--- src/rtl/frame_mapper.sv ---
// Transmit-side framer: wraps client payload bytes into fixed-size frames
// (FAS, overhead, sequence, payload, CRC-8) and streams them to the line.
module frame_mapper #(
  parameter int unsigned ROWS = 4,
  parameter int unsigned COLS = 1024
) (
  input  logic       i_clk,
  input  logic       i_rst,
  input  logic [7:0] i_pyld_data,
  input  logic       i_pyld_data_valid,
  output logic       o_pyld_data_ready,
  output logic [7:0] o_frame_data,
  output logic       o_frame_data_valid,
  output logic       o_frame_data_fas,
  input  logic       i_frame_data_ready,
  input  logic       i_arq_en,
  input  logic       i_arq_en_valid,
  output logic [7:0] o_crc_val,
  output logic [7:0] o_seq_num
);

  localparam logic [7:0]  FAS0          = 8'hF6;
  localparam logic [7:0]  FAS1          = 8'h28;
  localparam logic [1:0]  LAST_ROW      = 2'(ROWS - 1);
  localparam logic [10:0] LAST_COL      = 11'(COLS - 1);
  localparam logic [10:0] LAST_PYLD_COL = 11'(COLS - 2);

  typedef enum logic [2:0] {
    S_IDLE,
    S_HDR,
    S_PYLD,
    S_CRC,
    S_DONE
  } state_t;

  state_t      state;
  logic [1:0]  hdr_idx;
  logic [1:0]  row;
  logic [10:0] col;
  logic [1:0]  row_nxt;
  logic [10:0] col_nxt;
  logic [7:0]  crc;
  logic [7:0]  crc_nxt;
  logic [7:0]  seq;
  logic [7:0]  crc_val;
  logic        arq_flag;
  logic [7:0]  data_q;
  logic        valid_q;
  logic        fas_q;

  logic        load_ok;
  logic        xfer;
  logic        accept;
  logic        arq_set;
  logic        oh_load;
  logic        last_pyld;

  // Bitwise CRC-8, poly 0x07, MSB first
  function automatic logic [7:0] crc8_upd(input logic [7:0] c, input logic [7:0] d);
    logic [7:0] r;
    r = c ^ d;
    for (int i = 0; i < 8; i++) begin
      r = r[7] ? ({r[6:0], 1'b0} ^ 8'h07) : {r[6:0], 1'b0};
    end
    return r;
  endfunction

  assign load_ok           = !valid_q || i_frame_data_ready;
  assign xfer              = valid_q && i_frame_data_ready;
  assign o_pyld_data_ready = (state == S_PYLD) && load_ok;
  assign accept            = o_pyld_data_ready && i_pyld_data_valid;
  assign arq_set           = i_arq_en_valid && i_arq_en;
  assign oh_load           = (state == S_HDR) && load_ok && (hdr_idx == 2'd2);
  assign last_pyld         = (row == LAST_ROW) && (col == LAST_PYLD_COL);
  assign crc_nxt           = crc8_upd(crc, i_pyld_data);

  assign o_frame_data       = data_q;
  assign o_frame_data_valid = valid_q;
  assign o_frame_data_fas   = fas_q;
  assign o_crc_val          = crc_val;
  assign o_seq_num          = seq;

  // Row-major position after the byte currently being loaded
  always_comb begin
    col_nxt = col + 11'd1;
    row_nxt = row;
    if (col == LAST_COL) begin
      col_nxt = 11'd0;
      row_nxt = (row == LAST_ROW) ? 2'd0 : row + 2'd1;
    end
  end

  always_ff @(posedge i_clk) begin
    if (i_rst) begin
      state    <= S_IDLE;
      hdr_idx  <= 2'd0;
      row      <= 2'd0;
      col      <= 11'd0;
      crc      <= 8'd0;
      seq      <= 8'd0;
      crc_val  <= 8'd0;
      arq_flag <= 1'b0;
      data_q   <= 8'd0;
      valid_q  <= 1'b0;
      fas_q    <= 1'b0;
    end else begin
      // A set request coinciding with the OH load survives into the next frame
      if (oh_load) begin
        arq_flag <= arq_set;
      end else if (i_arq_en_valid) begin
        arq_flag <= i_arq_en;
      end

      if (xfer) begin
        valid_q <= 1'b0;
        fas_q   <= 1'b0;
      end

      case (state)
        S_IDLE: begin
          if (i_pyld_data_valid) begin
            state   <= S_HDR;
            hdr_idx <= 2'd0;
          end
        end

        S_HDR: begin
          if (load_ok) begin
            valid_q <= 1'b1;
            fas_q   <= (hdr_idx == 2'd0);
            case (hdr_idx)
              2'd0:    data_q <= FAS0;
              2'd1:    data_q <= FAS1;
              2'd2:    data_q <= {7'd0, arq_flag | arq_set};
              default: data_q <= seq;
            endcase
            if (hdr_idx == 2'd0) begin
              crc <= 8'd0;
            end
            row     <= row_nxt;
            col     <= col_nxt;
            hdr_idx <= hdr_idx + 2'd1;
            if (hdr_idx == 2'd3) begin
              state <= S_PYLD;
            end
          end
        end

        S_PYLD: begin
          if (accept) begin
            data_q  <= i_pyld_data;
            valid_q <= 1'b1;
            fas_q   <= 1'b0;
            crc     <= crc_nxt;
            row     <= row_nxt;
            col     <= col_nxt;
            if (last_pyld) begin
              state <= S_CRC;
            end
          end
        end

        S_CRC: begin
          if (load_ok) begin
            data_q  <= crc;
            valid_q <= 1'b1;
            fas_q   <= 1'b0;
            row     <= row_nxt;
            col     <= col_nxt;
            state   <= S_DONE;
          end
        end

        S_DONE: begin
          // Frame closes when the CRC leaves; next FAS can load in the same cycle
          if (xfer) begin
            seq     <= seq + 8'd1;
            crc_val <= crc;
            if (i_pyld_data_valid) begin
              data_q  <= FAS0;
              valid_q <= 1'b1;
              fas_q   <= 1'b1;
              crc     <= 8'd0;
              row     <= row_nxt;
              col     <= col_nxt;
              hdr_idx <= 2'd1;
              state   <= S_HDR;
            end else begin
              state <= S_IDLE;
            end
          end
        end

        default: state <= S_IDLE;
      endcase
    end
  end

endmodule

--- config.mk ---
export PLATFORM = sky130hd
export DESIGN_NAME = frame_mapper
export DESIGN_NICKNAME = d
export VERILOG_FILES = /design/src/rtl/frame_mapper.sv
export SDC_FILE = /design/constraint.sdc
export NUM_CORES = 1
export LEC_CHECK = 0
export ABC_CLOCK_PERIOD_IN_PS = 2350
export BUFFER_PORTS_ARGS = -buffer_cell sky130_fd_sc_hd__buf_2
export CORE_ASPECT_RATIO = 0.6
export CORE_MARGIN = 2
export CORE_UTILIZATION = 57
export DETAILED_ROUTE_END_ITERATION = 7
export GPL_ROUTABILITY_DRIVEN = 1
export PLACE_DENSITY_LB_ADDON = 0.2
export SETUP_SLACK_MARGIN = 0.4
export SYNTH_ARGS = -nofsm -noshare
export SYNTH_HDL_FRONTEND = slang
export SYNTH_SLANG_ARGS = --single-unit
--- constraint.sdc ---
create_clock -name i_clk -period 2.35 [get_ports i_clk]
set_clock_uncertainty 0.1 [all_clocks]
set_input_delay 0.3525 -clock i_clk [delete_from_list [all_inputs] [get_ports i_clk]]
set_output_delay 0.3525 -clock i_clk [all_outputs]
set_load 0.02 [all_outputs]
; ---- Word-level counts from Yosys, hierarchy flattened
; Cells that the tools add are included.
; W data, S select, Z words.
[word_totals]
reg_bits = 53
wordCells = 131
in_bits = 14
output_inout_bits = 27
[classes]
mux = 63
eq_ne = 20
n_reduce_logical = 23
add_sub_neg = 4
n_bitwise = 10
[ops]
columns = operator, count
row1 = $mux W8, 10
row2 = $mux W11, 5
row3 = $pmux W8 S3, 2
row4 = $mux W3, 15
row5 = $pmux W11 S3, 1
row6 = $pmux W8 S4, 1
row7 = $not A3 Y3, 8
row8 = $eq A11 B10 Y1 const B, 2
row9 = $mux W2, 10
row10 = $pmux W3 S5, 1
row11 = $mux W1, 14
row12 = $ne A2 B2 Y1 const B, 7
row13 = $pmux W2 S3, 2
row14 = $reduce_and A6 Y1, 2
row15 = $add A11 B1 Y11 const B, 1
row16 = $reduce_and A5 Y1, 2
row17 = $reduce_bool A3 Y1, 3
row18 = $add A8 B1 Y8 const B, 1
row19 = $xor A8 B8 Y8, 1
row20 = $logic_and A1 B1 Y1, 7
row21 = $reduce_and A7 Y1, 1
row22 = $eq A2 B2 Y1 const B, 3
row23 = $eq A3 B2 Y1 const B, 2
row24 = $ne A2 B1 Y1 const B, 3
row25 = 15 further kinds, 16

; ---- Depth between registers and ports, before layout
; Gate-level depths: netlist (run 1).
[depth]
depth_word = 19
mapped_depth = 8
mapped_depth_nobuf = 7

; ---- Worst setup path before layout (run 1)
; OpenSTA, ideal clock, no wires.
[synth_path]
path_kind = register -> register
start = reg valid_q (netlist: o_frame_data_valid)
end = reg data_q[5] (netlist: o_frame_data[5])
t_required_ns = 2.122
path_buffers = 3
path_slack_ns = 0.451
arrival_ns = 1.671
setup_ns = 0.128
stages_incl_launch_ff = 9
cell_sequence = dfxtp_1 buf_2 nor2b_2 nor3_2 or2_2 buf_2 buf_4 o21ai_0 nor2_1
[synth_between]
elab_chain_cells = 6
[synth_rtl]
columns = item, line
row1 = "start, declared", 48  ; logic valid_q;
row2 = "start signal, assigned", 104  ; valid_q <= 1'b0;
row3 = "start signal, assigned", 115  ; valid_q <= 1'b0;
row4 = "start signal, assigned", 129  ; valid_q <= 1'b1;
row5 = $logic_not A1 Y1, 68  ; assign load_ok = !valid_q || i_frame_data_ready;
row6 = $logic_or A1 B1 Y1, 68
row7 = $logic_and A1 B1 Y1, 70  ; assign o_pyld_data_ready = (state == S_PYLD) && load_ok;
row8 = $logic_and A1 B1 Y1, 71  ; assign accept = o_pyld_data_ready && i_pyld_data_valid;
row9 = $ne A2 B2 Y1 (no source line), -
row10 = $reduce_and A6 Y1 (no source line) *, -
row11 = "end signal, assigned", 134  ; 2'd2: data_q <= {7'd0, arq_flag | arq_set};
row12 = "end signal, assigned", 135  ; default: data_q <= seq;
row13 = "end signal, assigned", 151  ; data_q <= i_pyld_data;
row14 = "end, declared", 47  ; logic [7:0] data_q;
; Every way passes the cells marked *; elsewhere a longest branch is shown, timed or not.
; A chain may end at the register's enable or synchronous reset.

; ---- Worst setup path after layout (run 1)
[layout_path]
start = reg state[1]
end = out o_pyld_data_ready
[layout_between]
elab_chain_cells = 2
[layout_rtl]
columns = item, line
row1 = "start, declared", 36  ; state_t state;
row2 = "start signal, assigned", 95  ; state <= S_IDLE;
row3 = "start signal, assigned", 122  ; state <= S_HDR;
row4 = "start signal, assigned", 144  ; state <= S_PYLD;
row5 = $eq A3 B2 Y1, 70
row6 = $logic_and A1 B1 Y1, 70
row7 = "end, declared", 11  ; output logic o_pyld_data_ready,
; No other way between the ends.

==> results of run 1 <==
## layout by cell type, fill, tap and decap left out, types with 9 or more instances in the layout
master | Yosys | routed
mux2i_1 | 13 | 13
buf_2 | 9 | 39
nor2_1 | 42 | 41
nand2_1 | 36 | 35
buf_4 | 2 | 11
inv_1 | 9 | 9
dfxtp_1 | 53 | 49
xnor2_1 | 19 | 19
a21oi_1 | 23 | 23
xor2_1 | 17 | 16
## routing by layer
metal	track usage, %	up-vias	routed length (µm)
met5	0	-	0
met4	7.551	0	87
met3	5.471	12	487
met2	34.97	92	2798
met1	40.70	1198	3634
li1	-	1272	-
## power breakdown
group          switching [mW]  internal (mW)
clock                   0.293          0.211
combinational           0.658          0.469
sequential              0.125           1.01
## final timing paths
check                     from                end  slack, ns  cells past startpoint
hold / removal        i_arq_en           arq_flag       0.19                      3
hold reg to reg   o_crc_val[6]       o_crc_val[6]       0.35                      2
setup reg to reg      state[2]       o_seq_num[4]       0.48                      5
setup / recovery      state[1]  o_pyld_data_ready       0.46                      6
## Yosys cell counts (6+ instances only)
cell type,number
a211oi_1,6
a21oi_1,23
a22o_1,8
and3_1,6
buf_2,9
dfxtp_1,53
ha_1,8
inv_1,9
mux2i_1,13
nand2_1,36
nand2b_1,6
nand3_1,7
nor2_1,42
nor3_1,7
xnor2_1,19
xor2_1,17
## flip-flops by register name, summed over array words and instances (netlist names)
| register | count |
|---|---|
| col | 11 |
| crc | 8 |
| o_crc_val | 8 |
| o_frame_data | 8 |
| o_seq_num | 8 |
| state | 3 |
| hdr_idx | 2 |
| row | 2 |
| arq_flag | 1 |
| o_frame_data_fas | 1 |
| o_frame_data_valid | 1 |
## logic make-up (layout without fill, tap and decap cells)
logic type | after synthesis | count (layout) | share of synthesized area [%]
compound gates | 69 | 69 | 17.12
simple gates | 130 | 130 | 21.50
fa+ha+maj | 8 | 8 | 3.468
xor+xnor | 37 | 37 | 11.70
buf+inv | 27 | 69 | 4.161
mux | 15 | 15 | 5.288
flops | 53 | 53 | 36.76
## what timing repair did
item                                    in CTS  in global routing
gates resized for setup                      9                 14
endpoints found under the setup margin      38                 24
setup buffers                                2                  0
## critical path, stage by stage, from the launching register on
cell and delay (ns):
dfxtp_4 0.39, buf_6 0.15, nor2b_2 0.16, buf_4 0.12, nand2_1 0.08, nor2_2 0.09
buf_4 0.14
## layout make-up
class / count / area (µm²) / share of cell area, %
clock buffer: 7 / 76.32 / 2.285
timing repair buffer: 52 / 300.3 / 8.989
sequential: 53 / 1071 / 32.06
inverter: 9 / 33.78 / 1.011
clock inverter: 1 / 7.507 / 0.2247
multi-input combinational: 259 / 1769 / 52.96
tap: 66 / 82.58 / 2.472
==> metrics.md, run 1 <==
| Metric | Value |
|---|---|
| Die footprint | `between 0.005 and 0.006 mm²` |
| Worst Path Required | `around 1.9 ns` |
| Clk buf depth | `2` |
| Final antenna-violating net count | `0` |
| Ant. Diodes | `0` |
| Placed Instances | `437` |
| Yosys synthesis warning count | `0` |
| Pwr Density | `829.6 mW/mm²` |
| Post-route setup slack | `approximately 0.46 ns` |
| Pleak | `approximately 1.4 nW` |
| Dpl ws | `0.2472 ns` |
| Final Util | `67.09%` |
| Antenna violations before repair | `0` |
| Buffers on Ports | `40` |
| CTS tree | `done` |
| Vias in the first global route | `2259` |
| Placement Cell Area | `0.003158 mm²` |
| Design Power | `2.771 mW` |
| Sequential area share after synthesis | `36.76%` |
| Minimum clock period | `around 1.9 ns` |
| Initial Util | `between 50 and 60%` |
| Slew Viols, Final | `0` |
| FF+latch count, synth | `53` |
| Final GP Congestion | `a little under 1` |
| Fin nets | `402` |
| Row cnt | `20` |
| Worst-path clk slew | `0.08 ns` |
| Hold Path Class | `in -> reg` |
| Iter 0 DRT Violations | `approximately 230` |
| Worst-Margin Slew | `slightly above 0.7 ns` |
| Crit start category | `flip-flop` |
| Crit path max fanout | `11` |
| Post-synth EDFFs | `0` |
| Yosys cell types | `53` |
| Async set-reset flop share out of synthesis | `0%` |
| RSZ-0062 raised after global routing | `true` |
| Drt pass-1 iters | `6` |
| Final Instance Count excl. Fillers | `447` |
| Maximum vdd drop | `0.4400 mV` |
| Hold Vio Cnt, Final | `0` |
| H-tree levels | `2` |
| Maxcap violations | `0` |
| Post-Syn Area | `~0.0029 mm²` |
| Synth area leader | `dfxtp_1` |
| Outcome | `finished, final reports clean` |
| Final setup TNS | `0 ns` |
| Worst hold slack | `0.1878 ns` |
| Final setup viols | `0` |
| Syn nets | `361` |
| Worst skew pair latency | `0.31 ns` |
| Tcrit/Tclk final | `between 80% and 90%` |
| I/O pin total | `41` |
| Filler instances | `415` |
| Layout cells sized above 1 | `21.26%` |
| Synth area leaders | `dfxtp_1 (37%), xnor2_1 (5.8%), nor2_1 (5.5%), xor2_1 (5.2%), nand2_1 (4.7%)` |
| Hold_buf cts | `0` |
| Core Box Area | `0.004980 mm²` |
| Residual DRC count | `0` |
| Most used DFF post-synth | `dfxtp_1` |
| Clock Sinks | `53` |
| Die X | `between 90 and 100 µm` |
| Die height | `59.12 µm` |
| Area Growth Syn to Fin | `15.73%` |
| Fmax | `between 0.5 and 0.6 GHz` |
| GRT Util Overall | `25.88%` |
| DR vias | `2574` |
| Critical Path End Type | `output pin` |
| Fin area | `between 0.003 and 0.004 mm²` |
| Critical path type | `reg -> out` |
| Root Buffer | `clkbuf_8` |
| Syn avg cell area | `between 8 and 9 µm²` |
| Mapped Cells | `339` |
| Worst Path Arrival | `1.44 ns` |
| WL final | `between 7000 and 8000 µm` |
| Worst slew margin | `51.89%` |
| Yosys top cell area share | `36.76%` |
| DR vias/cell | `~5.8` |
| Per-cell routed wire length | `about 16 µm` |
| Wire length of the first global-routing pass | `~11000 µm` |
| HPWL Detailed | `about 5200 µm` |
| GR Overflow Total | `0` |
| CTS Buf Count | `5` |
| Largest net degree at the start of global routing | `27` |
Note: power is estimated with default switching activity, not from simulation.
==> run 2, diff against run 1 <==
ABC_CLOCK_PERIOD_IN_PS = 1800   (was 2350)
clock period = 1.8 ns   (was 2.35 ns; I/O delays follow)
==> run 2 against run 1 <==
  * The flow now finishes with violations (DRC, setup timing)
  * Register-to-register slack worse by 0.60 ns
  * Clock power increased by 62%
  * Non-clock buffer count rose by 62
  * Wire length grew 85%
  * Via count rose by 37%
  * Core utilization up 21 points
  * Die area did not move
  * Final cell count grew 14%
  * Sequential cell count unchanged
  * Sequential power increased by 33%
  * Critical path type is now reg -> reg
  * First-iteration DRC count increased to 2.7 times the previous value
==> metrics.md, run 2 (synthesis results as in run 1) <==
| Metric | Value |
|---|---|
| Outcome | `finished with violations` |
| Failing checks | `DRC, setup timing` |
| Register Area | `about 0.0011 mm²` |
| Maximum vdd drop | `just over 0.7 mV` |
| CP bufs+invs | `1` |
| R2r setup slk | `-0.12 ns` |
| Hold_buf cts | `0` |
| Worst skew pair latency | `0.32 ns` |
| Root Buffer | `clkbuf_8` |
| Kind of cell adding the most delay to the critical path | `simple AND/OR/NAND/NOR gates` |
| Top reg by flops | `col` |
| RR Endpoint | `row[0]` |
| Critical path type | `reg -> reg` |
| Per-cell routed wire length | `between 20 and 30 µm` |
| Hold Vio Cnt, Final | `0` |
| Vias in the first global route | `~3000` |
| Most common cell after layout, fill and taps aside | `buf_4` |
| Final GP Congestion | `0.9453` |
| Worst r2r path cells | `6` |
| Fin nets | `464` |
| Worst-Margin Slew | `a little over 0.4 ns` |
| Crit-path cells | `nand4_1 > nor3_1 > buf_4 > o211ai_4 > or3_4 > a21oi_2` |
| Clock Sinks | `53` |
| Reg2Reg Launch Point | `col[3]` |
| Filler instances | `222` |
| HPWL Detailed | `6067 µm` |
| Post-route setup slack | `-0.1162 ns` |
| GRT Util Overall | `37.63%` |
| Maxcap violations | `0` |
| Worst Path Arrival | `2.07 ns` |
| Hold depth | `3` |
| H-tree levels | `2` |
| Multi-input gate area | `~0.0022 mm²` |
| GR Overflow Total | `0` |
| Fmax | `0.5219 GHz` |
| Initial Util | `57.96%` |
| Minimum clock period | `1.916 ns` |
| Row cnt | `20` |
| Met3 Resource Use GR | `11.96%` |
| Final setup viols | `20` |
| Slowest stage delay, CP | `~0.45 ns` |
| Worst Path Required | `1.95 ns` |
| Met2 global-route usage | `between 50% and 60%` |
| Design Power | `5.142 mW` |
| WL final | `12980 µm` |
| CTS tree | `done` |
| Tcrit/Tclk final | `106.5%` |
| Area Growth Syn to Fin | `52.32%` |
| Layout cells sized above 1 | `46.73%` |
| GR Util met1 | `53.20%` |
| Worst Hold Path EP | `arq_flag` |
| Ant. Diodes | `0` |
| Die height | `59.12 µm` |
| Final Instance Count excl. Fillers | `509` |
| Slew Viols, Final | `0` |
| Wire length of the first global-routing pass | `between 15000 and 20000 µm` |
| Buffers on Ports | `40` |
| Critical Path End Type | `flip-flop` |
| DR vias | `3519` |
| Hold Path Class | `in -> reg` |
| Crit start category | `flip-flop` |
| Most used routing layer in global routing | `met2` |
| CP max stage cell | `dfxtp_1` |
| CTS Buf Count | `5` |
| Largest net degree at the start of global routing | `16` |
| Hold path start | `i_arq_en` |
| I/O pin total | `slightly above 40` |
| Drt pass-1 iters | `8` |
| Residual DRC count | `1` |
| Crit path max fanout | `4` |
| RSZ-0062 raised after global routing | `true` |
| Clk buf depth | `2` |
| Pwr Density | `1170 mW/mm²` |
| Pleak | `1.856 nW` |
| Max reg flops | `11` |
| Final antenna-violating net count | `0` |
| DR vias/cell | `6.914` |
| Die X | `95.87 µm` |
| Worst slew margin | `between 70% and 80%` |
| Core Box Area | `0.004980 mm²` |
| Antenna violations before repair | `0` |
| Placed Instances | `463` |
| Most frequent cells in the layout | `buf_4 (53), dfxtp_1 (43), buf_2 (38)` |
| Worst-path clk slew | `0.10 ns` |
| Die footprint | `0.005668 mm²` |
| Iter 0 DRT Violations | `616` |
run 2: tightest hold or removal path, cell delays in order:
cell     delay, ns
buf_2         0.09
a21oi_1       0.06
nor2_1        0.08
run 2: cell type report:
| cell class | instances | area share (%) |
|---|---|---|
| multi-input combinational | 259 | 50.51 |
| clock buffer | 8 | 2.533 |
| tap | 66 | 1.878 |
| timing repair buffer | 114 | 19.55 |
| inverter | 9 | 0.7684 |
| sequential | 53 | 24.76 |
run 2: metrics by stage:
stage               instance area (µm²)  utilization (%)  setup slack (ns)   TNS [ns]  hold slack (ns)
floorplan                          3032                -            0.1350          0           0.3095
global placement                   3456            69.40          -0.01557   -0.01557           0.3345
detailed placement                 3456            69.40         -0.001295  -0.001295           0.3372
CTS                                4034            81.01           0.04402          0           0.1230
global route                       4397            88.29           -0.1156     -1.849           0.1339
finish                             4397            88.29           -0.1162    -0.6830           0.1152
run 2: worst max-delay path by stage:
stage,from,end,slack [ns],cells past startpoint
after floorplan,o_frame_data_valid,col[10],0.14,6
after CTS,state[2],col[6],0.04,6
after detailed placement,state[0],state[1],-0.001,5
after global placement,state[0],state[1],-0.02,5
after global routing,state[0],crc[1],-0.12,7
final,col[3],row[0],-0.12,6
run 2: layer usage:
layer	share of wire (%)	vias to the layer above	routed length [µm]
li1	-	1401	-
met1	37	1631	4853
met2	40	370	5243
met3	16	117	2033
met4	6.6	0	851
met5	0	-	0
run 2: power breakdown:
| group | switching (mW) | internal, mW | total (mW) | leakage [nW] |
|---|---|---|---|---|
| logic | 1.53 | 1.27 | 2.80 | 1.36 |
| clock network | 0.421 | 0.399 | 0.820 | 0.0566 |
| registers | 0.188 | 1.33 | 1.52 | 0.436 |
run 2: repair_timing:
action                     in CTS  in global routing
pin swaps                      31                 31
setup endpoints to repair      54                 55
gates resized for setup        57                 56
setup buffers                  25                 13
==> run 3, diff against run 2 <==
--- a/config.mk
+++ b/config.mk
@@ -11,4 +11,5 @@
 export CORE_MARGIN = 2
 export CORE_UTILIZATION = 57
+export CTS_CLUSTER_DIAMETER = 80
 export DETAILED_ROUTE_END_ITERATION = 7
 export GPL_ROUTABILITY_DRIVEN = 1
==> constraint.sdc (replaced) <==
create_clock -name i_clk -period 1.8 [get_ports i_clk]
set_clock_uncertainty 0.1 [all_clocks]
set_input_delay 0.09 -clock i_clk [delete_from_list [all_inputs] [get_ports i_clk]]
set_output_delay 0.09 -clock i_clk [all_outputs]
set_load 0.02 [all_outputs]
==> run 3 against run 2 <==
  * Hold slack got worse by 0.057 ns
  * Die area unchanged
  * Power decreased by 9.4%
  * Register-to-register slack improved by 0.09 ns
  * Sequential share of layout area increased by 1.4 points
  * Largest power group unchanged
  * Clock power increased by 12%
  * Core utilization decreased by 5.6 points
  * Design area decreased by 6.3%
  * Final cell count decreased by 3.1%
  * Sequential power about the same
  * Count of clock-buffer cells in the layout decreased by 2
  * Highest routed layer unchanged
  * Via count decreased by 9.8%
  * The flow finishes with violations (setup timing)
==> metrics.md, run 3 (synthesis results as in run 1) <==
| Metric | Value |
|---|---|
| Outcome | `finished with violations` |
| Failing checks | `setup timing` |
| Iter 0 DRT Violations | `between 400 and 500` |
| Register Area | `0.001080 mm²` |
| Layout cells sized above 1 | `between 40% and 50%` |
| R2r setup slk | `-0.03 ns` |
| Tcrit/Tclk final | `101.5%` |
| GRT Util Overall | `around 34%` |
| Worst Path Arrival | `1.97 ns` |
| Most frequent cells in the layout | `buf_4 (52), dfxtp_1 (46), buf_2 (39)` |
| Worst slew margin | `69.20%` |
| CTS Buf Count | `5` |
| Slew Viols, Final | `0` |
| I/O pin total | `41` |
| WL final | `10390 µm` |
| Worst r2r path cells | `6` |
| Area Growth Syn to Fin | `42.74%` |
| Antenna violations before repair | `0` |
| Maxcap violations | `0` |
| Residual DRC count | `0` |
| Final GP Congestion | `between 0.9 and 1` |
| Worst skew pair latency | `0.31 ns` |
| Reg2Reg Launch Point | `state[0]` |
| Initial Util | `about 58%` |
| Largest net degree at the start of global routing | `26` |
| Fin nets | `448` |
| Per-cell routed wire length | `21.07 µm` |
| Vias in the first global route | `2749` |
| Final antenna-violating net count | `0` |
| Worst Hold Path EP | `o_frame_data[3]` |
| CTS tree | `done` |
| Die X | `95.87 µm` |
| Final setup viols | `2` |
| Critical path type | `reg -> reg` |
| Maximum vdd drop | `0.5098 mV` |
| Filler instances | `278` |
| Crit start category | `flip-flop` |
| Max reg flops | `11` |
| Ant. Diodes | `0` |
| Hold Vio Cnt, Final | `0` |
| Worst-Margin Slew | `0.4584 ns` |
| Row cnt | `20` |
| Fmax | `between 0.5 and 0.6 GHz` |
| Worst-path clk slew | `0.10 ns` |
| Hold depth | `2` |
| Hold Path Class | `in -> reg` |
| DR vias/cell | `6.436` |
| Worst Path Required | `1.95 ns` |
| Die footprint | `0.005668 mm²` |
| Wire length of the first global-routing pass | `14320 µm` |
| DR vias | `roughly 3200` |
| Final setup TNS | `-0.02725 ns` |
| Clock Sinks | `53` |
| Multi-input gate area | `0.002131 mm²` |
| Die height | `59.12 µm` |
| H-tree levels | `2` |
| Core Box Area | `~0.0050 mm²` |
| Most common cell after layout, fill and taps aside | `buf_4` |
| Hold path start | `i_rst` |
| Critical Path End Type | `flip-flop` |
| Buffers on Ports | `40` |
| Top reg by flops | `col` |
| Post-route setup slack | `-0.02682 ns` |
| Minimum clock period | `1.827 ns` |
| RSZ-0062 raised after global routing | `true` |
| Crit path max fanout | `13` |
| Final Util | `approximately 83%` |
| Pwr Density | `1131 mW/mm²` |
| RR Endpoint | `o_frame_data[5]` |
| Clk buf depth | `2` |
| GR Overflow Total | `0` |
| Root Buffer | `clkbuf_8` |
| Drt pass-1 iters | `5` |
| HPWL Detailed | `between 5000 and 6000 µm` |
| Pleak | `1.726 nW` |
## run 3: per-layer routing
metal | vias to the layer above | GRT usage, % | wire [µm]
met5 | - | 0 | 0
met4 | 0 | 10.20 | 479
met3 | 66 | 6.997 | 1104
met2 | 261 | 47.45 | 4479
met1 | 1482 | 51.08 | 4325
li1 | 1364 | - | -
## run 3: worst max-delay path by stage
stage | from | slack [ns] | end
detailed placement | state[2] | -0.0001 | crc[1]
global route | state[0] | -0.06 | o_frame_data[5]
floorplan | o_frame_data_valid | 0.13 | col[10]
global placement | state[2] | 0.05 | crc[3]
finish | state[0] | -0.03 | o_frame_data[5]
CTS | state[0] | 0.08 | o_frame_data[0]
## run 3: layout make-up
class                      count  area share, %
clock buffer                   6          2.278
tap                           66          2.004
multi-input combinational    259          51.72
inverter                       9         0.8807
sequential                    53          26.21
clock inverter                 2         0.8503
timing repair buffer          98          16.06
## run 3: critical path, cell delays in order (launching register included)
cell,delay [ns]
dfxtp_2,0.37
or3b_4,0.45
nor2_4,0.21
or2_4,0.27
buf_4,0.16
o21ai_1,0.06
nor2_1,0.13
## run 3: power breakdown
part	switching [mW]	internal [mW]	total, mW
clock network	0.421	0.497	0.918
logic	1.27	0.965	2.24
registers	0.178	1.33	1.51
## run 3: per-stage QoR
step	total power, mW	cells	setup WS (ns)	hold WS, ns	area (µm²)
after floorplan	2.709	339	0.1319	0.1295	3034
after global placement	3.134	464	0.04532	0.2335	3467
after detailed placement	3.162	464	-0.0001276	0.2482	3467
after CTS	4.349	490	0.07765	0.04160	3985
after global routing	4.804	493	-0.06036	0.05564	4120
final	4.661	493	-0.02682	0.05838	4120
## run 3: timing repair
item | CTS | global route
pin swaps | 17 | 16
hold buffers | 2 | 0
setup endpoints to repair | 54 | 54
hold endpoints to repair | 1 | 0
buffers inserted | 16 | 3
resized for setup | 57 | 19
